==> src/rtl/set_monitor.sv <==
// Line driver with timed holds, plus a synchronized monitor that checks or waits
// for levels on an asynchronous input bundle.
module set_monitor #(
  parameter int N  = 1,
  parameter int CW = 16
) (
  input  logic          clk,
  input  logic          rst,
  input  logic          set_valid,
  output logic          set_ready,
  input  logic [N-1:0]  set_value,
  input  logic [CW-1:0] set_cycles,
  output logic          set_done,
  output logic [N-1:0]  signals_out,
  input  logic [N-1:0]  signals_in,
  input  logic          mon_valid,
  input  logic [1:0]    mon_op,
  input  logic [CW-1:0] mon_cycles,
  output logic          mon_ready,
  output logic          mon_done,
  output logic          mon_ok,
  output logic [N-1:0]  mon_sample
);

  localparam logic [1:0] ST_IDLE  = 2'd0;
  localparam logic [1:0] ST_WAIT  = 2'd1;
  localparam logic [1:0] ST_CHECK = 2'd2;
  localparam logic [1:0] ST_DONE  = 2'd3;

  localparam logic [1:0] OP_WAIT_LOW   = 2'b00;
  localparam logic [1:0] OP_ENS_LOW    = 2'b01;
  localparam logic [1:0] OP_ENS_HIGH   = 2'b10;

  localparam logic [CW-1:0] CNT_ONE = {{(CW-1){1'b0}}, 1'b1};

  // ---------------- driver ----------------
  logic          set_busy_reg;
  logic [CW-1:0] set_cnt_reg;
  logic [N-1:0]  out_reg;

  always_ff @(posedge clk or posedge rst) begin
    if (rst) begin
      set_busy_reg <= 1'b0;
      set_cnt_reg  <= '0;
      out_reg      <= '1;
    end else if (!set_busy_reg) begin
      if (set_valid) begin
        set_busy_reg <= 1'b1;
        out_reg      <= set_value;
        set_cnt_reg  <= (set_cycles == '0) ? CNT_ONE : set_cycles;
      end
    end else begin
      // the counter holds the number of hold cycles still to come, this one included
      if (set_cnt_reg == CNT_ONE) begin
        set_busy_reg <= 1'b0;
      end else begin
        set_cnt_reg <= set_cnt_reg - CNT_ONE;
      end
    end
  end

  assign set_ready   = !set_busy_reg;
  assign set_done    = set_busy_reg && (set_cnt_reg == CNT_ONE);
  assign signals_out = out_reg;

  // ---------------- monitor ----------------
  logic [N-1:0]  sync1_reg;
  logic [N-1:0]  sync2_reg;
  logic [1:0]    state_reg;
  logic [CW-1:0] mon_cnt_reg;
  logic [N-1:0]  ref_reg;
  logic          ok_reg;
  logic          res_ok_reg;
  logic [N-1:0]  res_sample_reg;

  always_ff @(posedge clk or posedge rst) begin
    if (rst) begin
      sync1_reg      <= '1;
      sync2_reg      <= '1;
      state_reg      <= ST_IDLE;
      mon_cnt_reg    <= '0;
      ref_reg        <= '0;
      ok_reg         <= 1'b0;
      res_ok_reg     <= 1'b0;
      res_sample_reg <= '0;
    end else begin
      sync1_reg <= signals_in;
      sync2_reg <= sync1_reg;
      case (state_reg)
        ST_IDLE: begin
          if (mon_valid) begin
            ok_reg      <= 1'b1;
            mon_cnt_reg <= (mon_cycles == '0) ? CNT_ONE : mon_cycles;
            if (mon_op == OP_WAIT_LOW) begin
              state_reg <= ST_WAIT;
            end else begin
              state_reg <= ST_CHECK;
            end
            if (mon_op == OP_ENS_LOW) begin
              ref_reg <= '0;
            end else if (mon_op == OP_ENS_HIGH) begin
              ref_reg <= '1;
            end else begin
              ref_reg <= sync2_reg;
            end
          end
        end
        ST_WAIT: begin
          if (sync2_reg == '0) begin
            state_reg <= ST_DONE;
          end
        end
        ST_CHECK: begin
          // a mismatch is sticky but the check always runs its full length
          if (sync2_reg != ref_reg) begin
            ok_reg <= 1'b0;
          end
          if (mon_cnt_reg == CNT_ONE) begin
            state_reg <= ST_DONE;
          end else begin
            mon_cnt_reg <= mon_cnt_reg - CNT_ONE;
          end
        end
        default: begin
          res_ok_reg     <= ok_reg;
          res_sample_reg <= sync2_reg;
          state_reg      <= ST_IDLE;
        end
      endcase
    end
  end

  // results appear live during DONE and are held in registers afterwards
  assign mon_ready  = (state_reg == ST_IDLE);
  assign mon_done   = (state_reg == ST_DONE);
  assign mon_ok     = mon_done ? ok_reg : res_ok_reg;
  assign mon_sample = mon_done ? sync2_reg : res_sample_reg;

endmodule

==> config.mk <==
export PLATFORM = sky130hd
export DESIGN_NAME = set_monitor
export DESIGN_NICKNAME = d
export VERILOG_FILES = /design/src/rtl/set_monitor.sv
export SDC_FILE = /design/constraint.sdc
export NUM_CORES = 1
export LEC_CHECK = 0
export CAP_MARGIN = 20
export CORE_UTILIZATION = 40
export DETAILED_ROUTE_END_ITERATION = 16
export MAX_ROUTING_LAYER = met4
export SYNTH_ARGS = -nofsm -noshare
export SYNTH_HDL_FRONTEND = slang
export SYNTH_SLANG_ARGS = --single-unit
==> constraint.sdc <==
create_clock -name clk -period 3.55 [get_ports clk]
set_input_delay 1.065 -clock clk [delete_from_list [all_inputs] [get_ports clk]]
set_output_delay 1.065 -clock clk [all_outputs]
set_load 0.01 [all_outputs]
==> run_results.csv <==
group,metric,value,unit
run_status,outcome,"finished clean",
placement,place_area,3296,um^2
sta,period_share,0.9674,
floorplan,start_util,0.4235,
floorplan,dieArea,7172,um^2
synthesis,ys_warn_count,0,
critical_path,worst-path-max-fanout,8,
floorplan,io-pin-count,47,
sta,worst_slew_pin_slew,820.2,ps
clock_tree,cts.clk_slew.worst_paths,80,ps
cells_and_area,antenna_cells,0,
cells_and_area,fillers,612,
critical_path,path_class,"flop to output port",
routing,postRouteAntennaNets,0,
cells_and_area,multiInputGateArea,1553,um^2
routing,highest_layer,"met4",
critical_path,cp.required,2480,ps
sta,layout_min_cycle_time,3434,ps
synthesis,async_flop_share,1.000,
global_route,antenna_found_initial,0,
clock_tree,ctsLongestPathBuffers,2,
global_route,globalRouteTotalUtil,0.2078,
global_route,grt_pass1_wl,11.56,mm
sta,hold-worst-slack,358.4,ps
sta,maxSlewHeadroom,0.4515,
sta,fmax,0.2912,GHz
floorplan,die_y,84.69,um
synthesis,syn_avg_cell_area,8.547,um^2
placement,numPortBuffers,46,
clock_tree,root_buffer,"clkbuf_8",
cells_and_area,nNetsFinal,421,
hold_path,min_path_type,"flop to flop",
synthesis,synth_fp_nets,369,
clock_tree,cts_sinks,42,
floorplan,die_w,84.69,um
cells_and_area,final_common_cell,"clkdlybuf4s50_1",
clock_tree,cts_tree,"done",
power_and_ir_drop,ir_drop,0.0004373,V
power_and_ir_drop,p_leak,1.328,nW
floorplan,row_count,29,
synthesis,ys_ff_latch,42,
cells_and_area,utilization,0.5308,
synthesis,synthDistinctLibCells,55,
sta,setup_tns,0,ps
cells_and_area,final_area,3428,um^2
critical_path,rrSetupSlack,1090,ps
routing,dr.first_iter.drc_count,154,
routing,wire_per_inst,15.58,um
synthesis,synth_ff_type,"dfrtp_1",
job,max_cap_violations,0,
critical_path,critPathLaunch,"set_cnt_reg[12]",
power_and_ir_drop,finalPower,2.403,mW
cells_and_area,regArea,1056,um^2
routing,vias,2612,
routing,drc,0,
synthesis,synth_edf_count,0,
critical_path,worstPathArrival,2370,ps
cells_and_area,final_cell_mix,"46 x clkdlybuf4s50_1, 38 x dfrtp_1, 35 x nand2_1",
clock_tree,numCtsBuffers,5,
sta,hold_viol_final,0,
placement,hpwl,5.150,mm
routing,wl_met1,3.493,mm
critical_path,timing.rr.start,"state_reg[0]",
global_route,grt_max_degree,43,
hold_path,hold_start,"sync1_reg",
power_and_ir_drop,powerDensity,701.0,nW/um^2
routing,dr_wl_met3,319,um
cells_and_area,drive_gt1_frac,0.1206,
critical_path,cp-end-kind,"output port",
routing,totalWireLength,7.012,mm
sta,slew_violations,0,
synthesis,seq_area_frac_synth,0.3856,
routing,via_per_inst,5.804,
cells_and_area,area_growth,25.34,%
sta,setup_violations,0,
synthesis,netlist_area,2735,um^2
placement,globalplace.congestion,0.9097,
global_route,grt_pass1_vias,2407,
critical_path,worst_setup_path_start_kind,"flop",
synthesis,synthCells,320,
sta,finClkSkew,5.186,ps
routing,wl_met2,3.133,mm
routing,drtPass1Iterations,10,
floorplan,coreArea,6459,um^2
clock_tree,cts_hold_buffers,0,
global_route,grt_overflow,0,
clock_tree,htreeDepth,2,
clock_tree,clock_latency,290,ps
repair_timing:
item,in CTS,in global routing
pin swaps,1,2
setup buffers,0,2
endpoints found under the setup margin,1,1
hold endpoints to repair,0,0
resized for setup,1,3
layer usage:
layer | GRT usage | vias up
met5 | - | -
met4 | 0.05393 | 0
met3 | 0.04523 | 9
met2 | 0.3082 | 62
met1 | 0.2877 | 1252
li1 | - | 1289
stage by stage:
stage,setup slack [ps],cells
2_1_floorplan,953.7,320
3_3_place_gp,320.1,439
3_5_place_dp,267.7,440
4_1_cts,27.79,448
5_1_grt,-2.478,450
6_report,115.8,450
worst max-delay path: stages (launching register included):
cell and delay [ps]:
dfrtp_1 440, or4_1 590, or3_4 390, inv_4 120
clkdlybuf4s50_1 540
logic make-up after synthesis:
family                     Yosys count  share of synthesized area
muxes                               17                    0.06588
buffers and inverters               30                    0.04848
xor gates and xnor gates             1                   0.003203
and+or+nand+nor                    130                     0.2466
AOI/OAI and AO/OA                   90                     0.2054
DFF                                 42                     0.3856
adders and majority gates           10                    0.04483
path summary, 6_finish.rpt:
path / end / cells after the start
worst max-delay path: set_done / 4
worst min-delay path: sync2_reg / 0
worst max register to register: mon_cnt_reg[6] / 8
worst min register to register: sync2_reg / 0
max in group asynchronous: set_cnt_reg[6] / 3
min in group asynchronous: set_cnt_reg[7] / 3
cell type report:
class,count,area share
flip-flops and latches,42,0.3080
well taps,77,0.02810
repair buffers,58,0.1599
clock buffers,5,0.02007
multi-input cells,248,0.4529
inverters,17,0.01934
clock inverters,3,0.01168
power by group:
part	leakage [nW]	switching [mW]	internal, mW
combinational	0.792	0.568	0.542
sequential	0.478	0.232	0.683
clock	0.0579	0.170	0.207
synthesized netlist by cell type, types with 2 or more instances:
library cell | number | area (um^2)
nand2_1 | 35 | 131.4
and3_1 | 2 | 12.51
nand2b_1 | 6 | 37.54
nor4_1 | 11 | 68.82
nand3_1 | 6 | 30.03
inv_1 | 16 | 60.06
nor2b_1 | 4 | 25.02
mux2_2 | 8 | 90.09
dfrtp_1 | 39 | 975.9
o22ai_1 | 10 | 62.56
nand4_1 | 3 | 18.77
a31oi_1 | 6 | 37.54
nand3b_1 | 2 | 15.01
a21oi_1 | 33 | 165.2
or4_1 | 4 | 30.03
nor3_1 | 18 | 90.09
a22oi_1 | 3 | 22.52
o221a_2 | 3 | 33.78
a211oi_1 | 3 | 22.52
clkbuf_1 | 9 | 33.78
dfstp_2 | 3 | 78.83
or3_1 | 3 | 18.77
o32ai_1 | 4 | 35.03
ha_1 | 9 | 112.6
mux2i_1 | 9 | 90.09
nor2_1 | 26 | 97.59
o21ai_1 | 2 | 10.01
o211ai_1 | 2 | 15.01
o21ai_0 | 15 | 75.07
(Power assumes the default switching activity.)
